$ cat config.mk
export PLATFORM = sky130hd
export DESIGN_NAME = centroid_overlay_flat
export DESIGN_NICKNAME = d
export VERILOG_FILES = /design/src/rtl/centroid_overlay_if.sv /design/src/rtl/centroid_overlay.sv /design/src/flat_wrapper.sv
export SDC_FILE = /design/constraint.sdc
export NUM_CORES = 1
export LEC_CHECK = 0
export ABC_AREA = 1
export CAP_MARGIN = 20
export CORE_AREA = 4 4 112 114
export DETAILED_ROUTE_END_ITERATION = 6
export DIE_AREA = 0 0 116 118
export PLACE_DENSITY = 0.81
export SYNTH_ARGS = -nofsm -noshare
export SYNTH_HDL_FRONTEND = slang
export SYNTH_SLANG_ARGS = --single-unit
$ cat constraint.sdc
create_clock -name clk -period 3.3 [get_ports clk]
set_clock_uncertainty 0.05 [all_clocks]
set_input_delay 0.66 -clock clk [delete_from_list [all_inputs] [get_ports clk]]
set_output_delay 0.66 -clock clk [all_outputs]
set_load 0.01 [all_outputs]
$ cat src/rtl/centroid_overlay_if.sv
// Video stream and centroid coordinate bundle for centroid_overlay.
// The master drives video/coordinates in and receives the overlaid stream out.
interface centroid_overlay_if;
  logic        de_in;
  logic        hsync_in;
  logic        vsync_in;
  logic [23:0] pixel_in;
  logic [11:0] x_c;
  logic [11:0] y_c;
  logic        de_out;
  logic        hsync_out;
  logic        vsync_out;
  logic [23:0] pixel_out;
  logic        marker_on;

  modport master (
    output de_in, hsync_in, vsync_in, pixel_in, x_c, y_c,
    input  de_out, hsync_out, vsync_out, pixel_out, marker_on
  );

  modport slave (
    input  de_in, hsync_in, vsync_in, pixel_in, x_c, y_c,
    output de_out, hsync_out, vsync_out, pixel_out, marker_on
  );
endinterface

$ cat src/rtl/centroid_overlay.sv
// Draws a crosshair at the centroid latched on each vsync rising edge,
// passing the video stream through with a fixed 2-cycle latency.
module centroid_overlay #(
  parameter int          IMG_H = 64,
  parameter int          IMG_W = 64,
  parameter int          ARM   = 3,
  parameter logic [23:0] COLOR = 24'hFF0000
) (
  input  logic              clk,
  input  logic              rst,
  input  logic              ce,
  input  logic              en,
  centroid_overlay_if.slave vid
);

  localparam logic [11:0] COL_LAST  = 12'(IMG_W - 1);
  localparam logic [11:0] LINE_LAST = 12'(IMG_H - 1);
  localparam logic [11:0] H_LIM     = 12'(IMG_H);
  localparam logic [11:0] W_LIM     = 12'(IMG_W);
  localparam logic [12:0] ARM_L     = 13'(ARM);

  logic [11:0] col_q, col_d, line_q, line_d;
  logic [11:0] xl_q, yl_q;
  logic        enl_q, vs_prev_q, valid_q;
  logic        hit_s1_q, de_s1_q, hs_s1_q, vs_s1_q;
  logic [23:0] pix_s1_q;
  logic        de_o_q, hs_o_q, vs_o_q;
  logic [23:0] pix_o_q;

  logic signed [12:0] dc, dl;
  logic        [12:0] adc, adl;
  logic               hit_d;

  // NOTE: every variable gets a default at the top of always_comb so no path
  // leaves it unassigned, which would otherwise infer a latch.
  always_comb begin
    col_d  = col_q;
    line_d = line_q;
    if (vid.vsync_in) begin
      col_d  = '0;
      line_d = '0;
    end else if (vid.de_in) begin
      if (col_q == COL_LAST) begin
        col_d  = '0;
        line_d = (line_q == LINE_LAST) ? '0 : line_q + 12'd1;
      end else begin
        col_d = col_q + 12'd1;
      end
    end
  end

  // Signed differences so arms stop at the image border instead of wrapping.
  always_comb begin
    dc    = $signed({1'b0, col_q}) - $signed({1'b0, yl_q});
    dl    = $signed({1'b0, line_q}) - $signed({1'b0, xl_q});
    adc   = dc[12] ? 13'(-dc) : 13'(dc);
    adl   = dl[12] ? 13'(-dl) : 13'(dl);
    hit_d = valid_q && vid.de_in && !vid.vsync_in &&
            (((line_q == xl_q) && (adc <= ARM_L)) ||
             ((col_q == yl_q) && (adl <= ARM_L)));
  end

  // NOTE: reset is asynchronous and active-low; all state, including the
  // pipeline, clears immediately without waiting for a clock edge.
  always_ff @(posedge clk or negedge rst) begin
    if (!rst) begin
      col_q     <= '0;
      line_q    <= '0;
      xl_q      <= '0;
      yl_q      <= '0;
      enl_q     <= 1'b0;
      vs_prev_q <= 1'b0;
      valid_q   <= 1'b0;
      hit_s1_q  <= 1'b0;
      de_s1_q   <= 1'b0;
      hs_s1_q   <= 1'b0;
      vs_s1_q   <= 1'b0;
      pix_s1_q  <= '0;
      de_o_q    <= 1'b0;
      hs_o_q    <= 1'b0;
      vs_o_q    <= 1'b0;
      pix_o_q   <= '0;
    end else if (ce) begin
      // NOTE: non-blocking assignments so every register samples the
      // pre-edge values regardless of statement order.
      col_q     <= col_d;
      line_q    <= line_d;
      vs_prev_q <= vid.vsync_in;
      if (vid.vsync_in && !vs_prev_q) begin
        xl_q  <= vid.x_c;
        yl_q  <= vid.y_c;
        enl_q <= en;
      end
      valid_q  <= enl_q && (xl_q < H_LIM) && (yl_q < W_LIM);
      hit_s1_q <= hit_d;
      de_s1_q  <= vid.de_in;
      hs_s1_q  <= vid.hsync_in;
      vs_s1_q  <= vid.vsync_in;
      pix_s1_q <= vid.pixel_in;
      de_o_q   <= de_s1_q;
      hs_o_q   <= hs_s1_q;
      vs_o_q   <= vs_s1_q;
      pix_o_q  <= hit_s1_q ? COLOR : pix_s1_q;
    end
  end

  assign vid.de_out    = de_o_q;
  assign vid.hsync_out = hs_o_q;
  assign vid.vsync_out = vs_o_q;
  assign vid.pixel_out = pix_o_q;
  assign vid.marker_on = valid_q;

endmodule

$ cat src/flat_wrapper.sv
// flat-port wrapper written by rule: the top's interface ports become plain ports
module centroid_overlay_flat 
#(
  parameter int          IMG_H = 64,
  parameter int          IMG_W = 64,
  parameter int          ARM   = 3,
  parameter logic [23:0] COLOR = 24'hFF0000
)
  (clk, rst, ce, en, vid_de_in, vid_hsync_in, vid_vsync_in, vid_pixel_in, vid_x_c, vid_y_c, vid_de_out, vid_hsync_out, vid_vsync_out, vid_pixel_out, vid_marker_on);
  centroid_overlay_if vid_i ();
  input  logic clk;
  input  logic rst;
  input  logic ce;
  input  logic en;
  input wire logic [$bits(vid_i.de_in)-1:0] vid_de_in;
  input wire logic [$bits(vid_i.hsync_in)-1:0] vid_hsync_in;
  input wire logic [$bits(vid_i.vsync_in)-1:0] vid_vsync_in;
  input wire logic [$bits(vid_i.pixel_in)-1:0] vid_pixel_in;
  input wire logic [$bits(vid_i.x_c)-1:0] vid_x_c;
  input wire logic [$bits(vid_i.y_c)-1:0] vid_y_c;
  output wire logic [$bits(vid_i.de_out)-1:0] vid_de_out;
  output wire logic [$bits(vid_i.hsync_out)-1:0] vid_hsync_out;
  output wire logic [$bits(vid_i.vsync_out)-1:0] vid_vsync_out;
  output wire logic [$bits(vid_i.pixel_out)-1:0] vid_pixel_out;
  output wire logic [$bits(vid_i.marker_on)-1:0] vid_marker_on;
  assign vid_i.de_in = vid_de_in;
  assign vid_i.hsync_in = vid_hsync_in;
  assign vid_i.vsync_in = vid_vsync_in;
  assign vid_i.pixel_in = vid_pixel_in;
  assign vid_i.x_c = vid_x_c;
  assign vid_i.y_c = vid_y_c;
  assign vid_de_out = vid_i.de_out;
  assign vid_hsync_out = vid_i.hsync_out;
  assign vid_vsync_out = vid_i.vsync_out;
  assign vid_pixel_out = vid_i.pixel_out;
  assign vid_marker_on = vid_i.marker_on;
  centroid_overlay #(.IMG_H(IMG_H), .IMG_W(IMG_W), .ARM(ARM), .COLOR(COLOR)) u_core (.clk(clk), .rst(rst), .ce(ce), .en(en), .vid(vid_i));
endmodule
==> summary.md <==
| Metric | Value |
|---|---|
| Tcrit/Tclk final | 84.3% |
| Setup violations, final | 0 |
| Startpoint Class | flop |
| Worst r2r dst | u_core.hit_s1_q |
| Vias in the first global route | 5372 |
| CTS sink count | 105 |
| Sw Share | 34.0% |
| Crit path to | u_core.hit_s1_q |
| Ranking of synthesized cells by area | dfrtp_1 41%, nand2_1 14%, inv_1 7.8% |
| Drt total wl | 13900 um |
| Internal power | between 2 and 2.5 mW |
| Max-Cap Viols | 0 |
| Area of the core | 11400 um2 |
| Top cell by count, worst path | nand2_1 |
| Final min period | around 2800 ps |
| Syn Nets | 961 |
| GP Congestion | 0.901 |
| Top_reg_cell synth | dfrtp_1 |
| Worst path arrival time | around 3000 ps |
| Top cells by instance count after synthesis | 233 x nand2_1, 132 x inv_1, 105 x dfrtp_1 |
| DRC violations left | 0 |
| Combinational share of power | 31.8% |
| Setup tns final | 0 ps |
| Final worst slack | 517 ps |
| Vias per cell | 5.08 |
| Synth area leader | dfrtp_1 |
| Io pins | 83 |
| Crit path capture type | flop |
| Hold Path Class | in -> async |
| Diodes inserted | 0 |
| Initial DRC Count | 393 |
| Number of synthesized flops with an enable pin | 0 |
| Asr flop ratio synth | 100% |
| GR Layer Usage met1 | between 30% and 40% |
| Biggest cell delay along the critical path | 430 ps |
| Antenna Nets Post-Route | 0 |
| RSZ-0062 raised after global routing | false |
| First-pass GRT wire length | 24500 um |
| Drt pass-1 iters | 5 |
| FF-to-FF setup slack | 520 ps |
| Max_slew headroom | 54.9% |
| Initial antenna violation count | 0 |
| Clock root cell | clkbuf_16 |
| Row cnt | 39 |
| Layout cells sized above 1 | 7.52% |
| Hold bufs inserted after CTS | 0 |
| Total vias in the final route | between 5000 and 6000 |
| Worst Reg-to-Reg Cells | 17 |
| Clock buffer count from CTS | 9 |
| Largest net degree at the start of global routing | 60 |
| Met2 Use GR | 31.8% |
| GRT Total Usage | a little over a fifth |
| Initial Util | about 56% |
| Setup crit start | u_core.line_q[0] |
| Die W | 116 um |
| Global routing's busiest layer | met2 |
| Max-slew violations | 0 |
| DP Wirelength | around 11000 um |
| # Post-CTS Setup Buffers | 0 |
| Crit-path cells | inv_1, ha_1, inv_1, fa_1, a21oi_1, nor2_2, nor2_2, nand2_1, nand2_1, nand3_1, nor2_1, nand3_1, nor2_1, nand3_1, nand2_1, nand2_1, nand2_1 |
| Port Buffers | 82 |
| FMAX | around 360 MHz |
| Net switching power | 1.29 mW |
| Later-pin clock latency in the skew report | 340 ps |
| Sequential fraction of the synthesis area | 41.1% |
| CTS H-tree lvls | 3 |
| CTS Buffer Depth | 2 |
| Register clock-pin slew on the reported worst setup and hold paths | 70 ps |
| Fin Hold WS | 260 ps |
| Dominant cell by count in the synthesized netlist | nand2_1 |
| Hold Violations, Final | 0 |
| Worst Path Required | 3540 ps |
| Yosys reg bits | between 100 and 150 |
| Synth Instances | 876 |
| Die Y | 118 um |
| Worst slew pin tran | 675 ps |
| Clock power share | 28.5% |
| Maximum VDD drop | 265 uV |
| Nets | 1039 |
| Total gr overflow | 0 |
| GR Util met3 | approximately 5.5% |
| Die ar. | 13700 um2 |
| RR Startpoint | u_core.line_q[0] |
| Total power draw | 3.79 mW |
| Yosys warns | 0 |
| CTS tree | done |
| Avg WL per Cell | 12.6 um |
| CP max stage cell | fa_1 |
| Sequential power share | 39.7% |
| Worst-path fanout max | 13 |
| Area growth from synthesis to final layout | 19.6% |
| Post-CTS Resized | 0 |
| Status | complete, no violations |
| Setup Crit Path Kind | reg -> reg |
| Syn Std Cell Area | around 6400 um2 |
| Syn_area_per_cell | 7.29 um2 |
| Dpl ws | 457 ps |
| Yosys cell types | 40 |
| Static Leak | 3.91 nW |
| Pwr/cell area | 495 nW/um2 |
| Yosys top cell area share | 41.1% |
[logic make-up after synthesis]
| logic type | share of synthesized area [%] |
|---|---|
| fa+ha+maj | 6.11 |
| simple gates | 30.5 |
| compound gates | 10.5 |
| flops | 41.1 |
| xor+xnor | 1.64 |
| buf+inv | 9.65 |
| mux | 0.529 |
[cell usage in the layout, fill, tap and decap left out, types with 2 or more instances in the layout]
master,n
ha_1,28
mux2_2,3
a21oi_1,56
clkinv_4,2
o21bai_1,2
clkdlybuf4s50_1,80
o21ai_0,58
o21a_1,2
buf_4,4
nor3b_1,3
inv_2,8
nor4_1,4
xor2_1,8
clkbuf_16,9
nor3_1,14
dfrtp_1,105
inv_1,132
fa_1,2
or2_1,2
nand3_1,55
nor2_1,77
nand3b_1,4
xnor2_1,4
nor2_2,8
nand2_1,233
nand3_2,11
nand4_1,8
nand2_2,18
[worst min path at each step]
| stage | from | to | slack, ps |
|---|---|---|---|
| detailed placement | u_core.vid.pixel_out[2] | u_core.vid.pixel_out[2] | 430 |
| global placement | u_core.vid.vsync_out | u_core.vid.vsync_out | 420 |
| CTS | rst | u_core.pix_s1_q[12] | 280 |
| finish | rst | u_core.pix_s1_q[12] | 260 |
| floorplan | rst | u_core.col_q[0] | 310 |
| global route | rst | u_core.pix_s1_q[12] | 310 |
[layout make-up]
cell class | count | area [um2]
fillers | 1005 | 3780
multi-input cells | 611 | 3150
flip-flops and latches | 105 | 2630
repair buffers | 86 | 856
inverters | 141 | 529
clock buffers | 9 | 225
well taps | 143 | 179
clock inverters | 6 | 75.1
[power groups by stage]
| stage | registers [mW] | logic (mW) | clock network (mW) |
|---|---|---|---|
| after global routing | 1.52 | 1.39 | 1.15 |
| final | 1.50 | 1.20 | 1.08 |
| after CTS | 1.50 | 1.20 | 1.09 |
| after detailed placement | 1.53 | 1.20 | 0 |
| after global placement | 1.52 | 1.17 | 0 |
| after floorplan | 1.53 | 0.827 | 0 |
[registers in the layout (all words and copies together) (netlist names), 12 cells and up]
signal and cells:
u_core.pix_s1_q 24, u_core.vid.pixel_out 24, u_core.col_q 12, u_core.xl_q 12
u_core.line_q 12, u_core.yl_q 12
[stage by stage]
step                instances  utilization (%)  instance area, um2
detailed placement       1086             64.3                7340
CTS                      1101             66.9                7640
global route             1101             66.9                7640
finish                   1101             66.9                7640
floorplan                 876                -                6390
global placement         1086             64.3                7340
[per-layer routing]
layer / wire [um] / vias up
li1: - / 2938
met1: 6830 / 2523
met2: 6060 / 126
met3: 864 / 10
met4: 133 / 0
met5: 0 / -
[critical path: cells and delay by family (launching register included)]
family / cells / cell delay [ps]
AOI/OAI and AO/OA: 1 / 250
adders and majority gates: 2 / 590
buffers and inverters: 2 / 210
DFF: 1 / 390
and+or+nand+nor: 12 / 1230
Note: power is estimated with default switching activity, not from simulation.
